--- src/rtl/cmos_dvp_pattern_tx.sv ---
// Synthetic DVP camera source: RGB565 test frames as byte pairs with vsync/href timing.
// Optional CRC-16/CCITT over active bytes when DVP_TX_CRC_EN is defined.
module cmos_dvp_pattern_tx #(
   parameter int H_ACTIVE    = 1024,
   parameter int H_BLANK     = 256,
   parameter int V_ACTIVE    = 768,
   parameter int VSYNC_LINES = 4,
   parameter int V_BACK      = 16,
   parameter int V_FRONT     = 4
) (
   input  logic       clk,
   input  logic       rst_n,
   input  logic       enable,
   input  logic [1:0] pattern_sel,
   output logic       dvp_vsync,
   output logic       dvp_href,
   output logic [7:0] dvp_data,
   output logic       frame_done,
   output logic [7:0] frame_cnt,
   output logic [15:0] frame_crc
);

   localparam int L    = 2 * H_ACTIVE + H_BLANK;
   localparam int CW   = $clog2(L);
   localparam int XW   = $clog2(H_ACTIVE);
   localparam int M1   = (V_ACTIVE > V_BACK) ? V_ACTIVE : V_BACK;
   localparam int M2   = (VSYNC_LINES > V_FRONT) ? VSYNC_LINES : V_FRONT;
   localparam int VMAX = (M1 > M2) ? M1 : M2;
   localparam int LW   = $clog2(VMAX + 1);

   typedef enum logic [2:0] {IDLE, VSYNC, VBACK, ACTIVE, VFRONT} state_t;

   state_t          state, nstate;
   logic [CW-1:0]   col, ncol;
   logic [LW-1:0]   line, nline, last;
   logic [1:0]      pat;
   logic [15:0]     xx, yy, pix, bar_rgb;
   logic [2:0]      bar;
   logic [7:0]      byte_n;
   logic            href_n, done_n, frame_start;

   // Next raster position; outputs are registered from it so they line up with state.
   always_comb begin
      nstate = state;
      ncol   = col;
      nline  = line;
      unique case (state)
         VSYNC:   last = LW'(VSYNC_LINES - 1);
         VBACK:   last = LW'(V_BACK - 1);
         ACTIVE:  last = LW'(V_ACTIVE - 1);
         VFRONT:  last = LW'(V_FRONT - 1);
         default: last = '0;
      endcase
      if (state == IDLE) begin
         if (enable) begin
            nstate = VSYNC;
            ncol   = '0;
            nline  = '0;
         end
      end else if (col != CW'(L - 1)) begin
         ncol = col + 1'b1;
      end else begin
         ncol = '0;
         if (line != last) begin
            nline = line + 1'b1;
         end else begin
            nline = '0;
            unique case (state)
               VSYNC:   nstate = VBACK;
               VBACK:   nstate = ACTIVE;
               ACTIVE:  nstate = VFRONT;
               VFRONT:  nstate = enable ? VSYNC : IDLE;
               default: nstate = IDLE;
            endcase
         end
      end
   end

   always_comb begin
      xx  = 16'(ncol >> 1);
      yy  = 16'(nline);
      bar = 3'(xx >> (XW - 3));
      unique case (bar)
         3'd0: bar_rgb = 16'hFFFF;
         3'd1: bar_rgb = 16'hFFE0;
         3'd2: bar_rgb = 16'h07FF;
         3'd3: bar_rgb = 16'h07E0;
         3'd4: bar_rgb = 16'hF81F;
         3'd5: bar_rgb = 16'hF800;
         3'd6: bar_rgb = 16'h001F;
         3'd7: bar_rgb = 16'h0000;
      endcase
      unique case (pat)
         2'd0: pix = bar_rgb;
         2'd1: pix = {xx[4:0], xx[5:0], xx[4:0]};
         2'd2: pix = (xx[5] ^ yy[5]) ? 16'hFFFF : 16'h0000;
         2'd3: pix = {frame_cnt[4:0], 6'd0, ~frame_cnt[4:0]};
      endcase
      byte_n      = ncol[0] ? pix[7:0] : pix[15:8];
      href_n      = (nstate == ACTIVE) && (ncol < CW'(2 * H_ACTIVE));
      done_n      = (nstate == VFRONT) && (nline == LW'(V_FRONT - 1))
                    && (ncol == CW'(L - 1));
      frame_start = (nstate == VSYNC) && (state != VSYNC);
   end

   always_ff @(posedge clk or negedge rst_n) begin
      if (!rst_n) begin
         state      <= IDLE;
         col        <= '0;
         line       <= '0;
         pat        <= '0;
         dvp_vsync  <= 1'b0;
         dvp_href   <= 1'b0;
         dvp_data   <= '0;
         frame_done <= 1'b0;
         frame_cnt  <= '0;
      end else begin
         state      <= nstate;
         col        <= ncol;
         line       <= nline;
         dvp_vsync  <= (nstate == VSYNC);
         dvp_href   <= href_n;
         dvp_data   <= href_n ? byte_n : 8'h00;
         frame_done <= done_n;
         if (done_n)
            frame_cnt <= frame_cnt + 1'b1;
         if (frame_start)
            pat <= pattern_sel;
      end
   end

`ifdef DVP_TX_CRC_EN
   logic [15:0] crc;

   function automatic logic [15:0] crc_step(input logic [15:0] c,
                                            input logic [7:0] d);
      logic [15:0] r;
      r = c ^ {d, 8'h00};
      for (int i = 0; i < 8; i++)
         r = r[15] ? ((r << 1) ^ 16'h1021) : (r << 1);
      return r;
   endfunction

   // Absorbs each byte the cycle after it is on the bus.
   always_ff @(posedge clk or negedge rst_n) begin
      if (!rst_n) begin
         crc       <= 16'hFFFF;
         frame_crc <= '0;
      end else begin
         if (frame_start)
            crc <= 16'hFFFF;
         else if (dvp_href)
            crc <= crc_step(crc, dvp_data);
         if (done_n)
            frame_crc <= crc;
      end
   end
`else
   assign frame_crc = 16'h0000;
`endif

endmodule

--- config.mk ---
export PLATFORM = sky130hd
export DESIGN_NAME = cmos_dvp_pattern_tx
export DESIGN_NICKNAME = d
export VERILOG_FILES = /design/src/rtl/cmos_dvp_pattern_tx.sv
export SDC_FILE = /design/constraint.sdc
export NUM_CORES = 1
export LEC_CHECK = 0
export BUFFER_PORTS_ARGS = -buffer_cell sky130_fd_sc_hd__buf_2
export CAP_MARGIN = 5
export CORE_MARGIN = 2
export CORE_UTILIZATION = 55
export CTS_BUF_LIST = sky130_fd_sc_hd__clkbuf_4 sky130_fd_sc_hd__clkbuf_8
export DETAILED_ROUTE_END_ITERATION = 6
export PLACE_DENSITY = 0.79
export SYNTH_ARGS = -nofsm -noshare
export SYNTH_HDL_FRONTEND = slang
export SYNTH_SLANG_ARGS = --single-unit
--- constraint.sdc ---
create_clock -name clk -period 3.25 [get_ports clk]
set_input_delay 0.4875 -clock clk [delete_from_list [all_inputs] [get_ports clk]]
set_output_delay 0.4875 -clock clk [all_outputs]
set_load 0.05 [all_outputs]
* After elaboration in Yosys (flattened, before gate mapping)
Memory sizes are Yosys's and may differ from the RTL's.
Index checks and enable logic that the tools add are counted.
** Word-level totals
- Memories kept :: 1
- Output and inout bits :: 35
- Memory bits (read-only) :: 128
- Register bits after elaboration :: 46
- Logic and storage cells :: 56
** Cells by class
- Bitwise logic cells :: 2
- Add/sub/neg operators :: 3
- Multiplexer cells :: 18
- Equality and inequality tests :: 15
- Reduce and logical (&&, ||, !) cells :: 7
- Order comparisons :: 1
** Memories
- (name not given) :: words 8, width 16, read ports 1, clocked after memory_dff 0, wr ports 0, RTL line 83 : unique case (bar)
** Operator list (count)
- $pmux 16 s4 :: 1
- $mux 10 :: 4
- $mux 12 :: 3
- $pmux 10 s3 :: 1
- $mux 16 :: 1
- $mux 8 :: 2
- $add 12x1->12 const B :: 1
- $eq 12x12->1 const B :: 1
- $lt 12x12->1 const B :: 1
- $mux 3 :: 4
- $ne 12x12->1 const B :: 1
- $pmux 3 s4 :: 1
- $add 10x1->10 const B :: 1
- $eq 10x2->1 const B :: 1
- $ne 10x10->1 :: 1
- $eq 3x2->1 const B :: 3
- $add 8x1->8 const B :: 1
- $eq 3x1->1 const B :: 2
- $eq 3x3->1 const B :: 2
- $not 5->5 :: 1
- $eq 2x2->1 const B :: 2
- $logic_and 1x1->1 :: 4
- $logic_not 3->1 :: 1
- $ne 3x1->1 const B :: 1
- other kinds (5) :: 5

* Logic depth before layout (Yosys ltp)
- Depth after elaboration :: 12
- Depth in mapped cells :: 12
- Gate-level depth less buffers :: 10

* Worst setup path before layout
No wires, ideal clock.
- Path kind :: register to register
- From :: register col[8]
- To :: register frame_cnt[1]
- Data required time :: 3.122 ns
- Arrival :: 2.904 ns
- Path buffers :: 1
- Library setup time :: 0.128 ns
- Path slack :: 0.219 ns
- Cell stages (with the launch flop) :: 10
- Cell sequence :: dfrtp_1 > or4b_4 > buf_6 > nor4_4 > nand2_2 > mux2_4 > a311oi_2 > nand4_4 > nor3_2 > mux2_1
** Between the ends
- Word-level cells in the longest chain between the ends :: 6
- Elaborated cells between the ends (all ways) :: 14
- Classes of those cells :: add/sub (1); eq/ne (4); mux (7); reduce/logical (2)
** Ends and longest elaborated chain
- start, declared :: RTL line 34 : logic [CW-1:0] col, ncol;
- start signal, assigned :: RTL line 119 : col <= ncol;
- parallel branches: the longest is 5 deep, another holds $add 12x1->12
- $logic_and 1x1->1 * :: RTL line 102 : && (ncol == CW'(L - 1));
- end signal, assigned :: RTL line 126 : frame_cnt <= frame_cnt + 1'b1;
- end, declared :: RTL line 19 : output logic [7:0] frame_cnt,
Every way passes the cells marked *.
A chain may end at the register's enable or synchronous reset.

* Worst setup path in the final report
- From :: register col[1]
- To :: register frame_cnt[6]
Same word-level chain as after synthesis.

==> metrics.yaml <==
area_growth_pct: 10.3
cts_buffer_count: 5
floorplan.rows: 28
synth-main-ff-cell: "dfrtp_1"
yosysTopAreaCell: "dfrtp_1"
ff2ff_path_depth: 10
count_of_hold_fix_buffers_inserted_at_cts: 0
async_reset_ff_frac: 1.00
p_sw_mw: 0.277
first_global_vias: 2836
cell_internal_pwr_mw: 0.805
vias: 3100
drt_pass_1_iters: 5
worst_setup_path_start_kind: "flop"
edff_count_synth: 0
synth.ff_latch_count: 46
start_util: 0.561
power.density_cell_area_mw_per_mm2: 299
drt_initial_violations: 452
totalWireLength_mm: 8.51
rsz0062_at_grt: "false"
cts_root_buf: "clkbuf_8"
tritoncts_clock_tree: "built"
timing.max_slew.rel_slack: 0.302
path_max_fanout: 6
sequentialPowerShare: 0.528
design.core.area_mm2: 0.00585
yosys_warnings: 0
timing_worst_setup_path_type: "reg -> reg"
final_layout_size_suffix_gt1_frac: 0.218
io_pins: 40
maxCapViolations: 0
p_sw_frac: 0.256
dp_hpwl_mm: 6.22
yosysUniqueCellTypes: 75
endpoint_kind: "flop"
io_buffer_count: 23
gr-usage-all-layers: 0.276
first_pass_grt_wire_length_mm: 13.9
dp.cells: 475
setup-tns-final_ns: 0
synth_area_leaders: "dfrtp_1, nand2_1, buf_4, a21oi_1, o21ai_0"
drt-vias-per-instance: 6.40
vertical_die_dimension_um: 81.3
peakVddDrop_mv: 0.252
max_slew.worst_pin.slew_ns: 1.05
clk_pin_slew_ns: 0.10
synth-seq-area-share: 0.350
synth_most_common_cell: "dfrtp_1"
achievable-frequency_mhz: 321
netlist_instances: 377
insertedDiodeCount: 0
final_std_cells_w_o_fill: 484
power.total_mw: 1.08
gpl_wtd_cong: 1.03
final_layout_net_count: 416
period_minus_slack_ns: 3.12
final_setup_violation_count: 0
final-max-slew-violation-count: 0
grt_overflow: 0
critical_path_required_ns: 3.50
worstPathArrival_ns: 3.37
final-seq-area_mm2: 0.00115
post-route-period-util: 0.959
static-leakage-power_nw: 1.62
routedWlPerCell_um: 17.6
result_of_the_run: "finished clean"
skew_ns: 0.00893
grt_antenna_before_repair: 0
filler_cell_count_in_the_final_layout: 511
pwr-share-comb: 0.051
hold_path_class: "in -> async"
pwr-share-clk: 0.420
cts.sink_count: 46
synth.top_cells.by_count: "dfrtp_1, nand2_1, a21oi_1, o21ai_0, nor2_1"
dieArea_mm2: 0.00661
finalHoldViolCount: 0
synth_area_per_cell_um2: 8.71
die-width_um: 81.3
clock_insertion_delay_worst_skew_ns: 0.32
clock_tree.buffer_depth: 2
detail-route-antenna-nets: 0
synth_largest_type_area_fraction: 0.350
multi_input_area_mm2: 0.00194
htreeDepth: 2
netlist_area_mm2: 0.00328
drc: 0
grt_start_max_net_pins: 47
## registers in the layout, indices dropped and copies added, names as in the netlist
signal,flops
state,3
dvp_href,1
dvp_vsync,1
frame_cnt,8
pat,2
frame_done,1
dvp_data,8
line,10
col,12
## final timing paths
path,end,slack [ns],startpoint
worst min register to register,frame_cnt[7],0.48,frame_cnt[7]
worst max-delay path,frame_cnt[6],0.13,col[1]
worst max register to register,frame_cnt[6],0.13,col[1]
min in group clk,pat[0],0.39,pattern_sel[0]
max in group asynchronous,frame_cnt[1],2.25,rst_n
worst min-delay path,col[8],0.34,rst_n
## power by group through the flow
stage / Combinational, mW / Clock, mW / Sequential [mW]
global route: 0.0598 / 0.475 / 0.572
finish: 0.0554 / 0.455 / 0.572
detailed placement: 0.0560 / 0 / 0.583
CTS: 0.0560 / 0.459 / 0.572
global placement: 0.0553 / 0 / 0.583
floorplan: 0.0561 / 0 / 0.583
## cell type report
type	instances	share of cell area
multi-input cells	296	0.536
flip-flops and latches	46	0.318
repair buffers	43	0.0732
well taps	75	0.0259
clock buffers	5	0.0190
inverters	16	0.0166
clock inverters	3	0.0121
## critical path, stage by stage, from the launching register on
cell and delay (ns):
dfrtp_1 0.46, ha_2 0.28, nand4_1 0.22, nor4_4 0.44, o211ai_1 0.14, or3_2 0.44
nor2_1 0.20, nand4_4 0.17, buf_4 0.20, nor4_2 0.31, xor2_1 0.18
## routing by layer
metal	track usage	routed length, µm
met5	0	0
met4	0.136	311
met3	0.0522	763
met2	0.430	3990
met1	0.368	3450
## cells in the final DEF (no fill, tap or decap), types with 4 or more instances in the layout
master / synthesis / routed
a21oi_1: 23 / 23
and2_1: 6 / 6
and3_1: 6 / 6
buf_2: 2 / 23
buf_4: 19 / 20
clkbuf_8: 0 / 5
conb_1: 1 / 16
dfrtp_1: 46 / 46
inv_1: 16 / 16
mux2_2: 4 / 4
nand2_1: 44 / 44
nand2b_1: 4 / 4
nand3_1: 18 / 18
nand4_1: 7 / 7
nor2_1: 21 / 21
nor3_1: 9 / 8
nor4_2: 7 / 7
o211ai_1: 8 / 8
o21a_1: 4 / 4
o21ai_0: 22 / 21
o21ai_1: 5 / 6
o311ai_1: 3 / 4
or3_1: 5 / 5
xor2_1: 8 / 8
## metrics by stage
step | area (µm²) | setup WS (ns) | hold slack, ns | utilization
final | 3620 | 0.132 | 0.341 | 0.619
after global routing | 3620 | 0.0113 | 0.398 | 0.619
after CTS | 3580 | 0.119 | 0.386 | 0.612
after detailed placement | 3470 | 0.130 | 0.462 | 0.593
after global placement | 3470 | 0.208 | 0.467 | 0.593
after floorplan | 3340 | 0.219 | 0.192 | -
## timing repair
| action | in CTS | in global routing |
|---|---|---|
| setup endpoints to repair | 0 | 11 |
| gates resized for setup | 0 | 9 |
| buffers inserted | 0 | 1 |
| hold endpoints to repair | 0 | 0 |
## cell families after synthesis
family / synth area share
simple gates: 0.274
xor+xnor: 0.0267
compound gates: 0.221
buf+inv: 0.0865
other cells: 0.00114
mux: 0.0289
flops: 0.350
fa+ha+maj: 0.0114
Power figures use the tool's default switching activity.
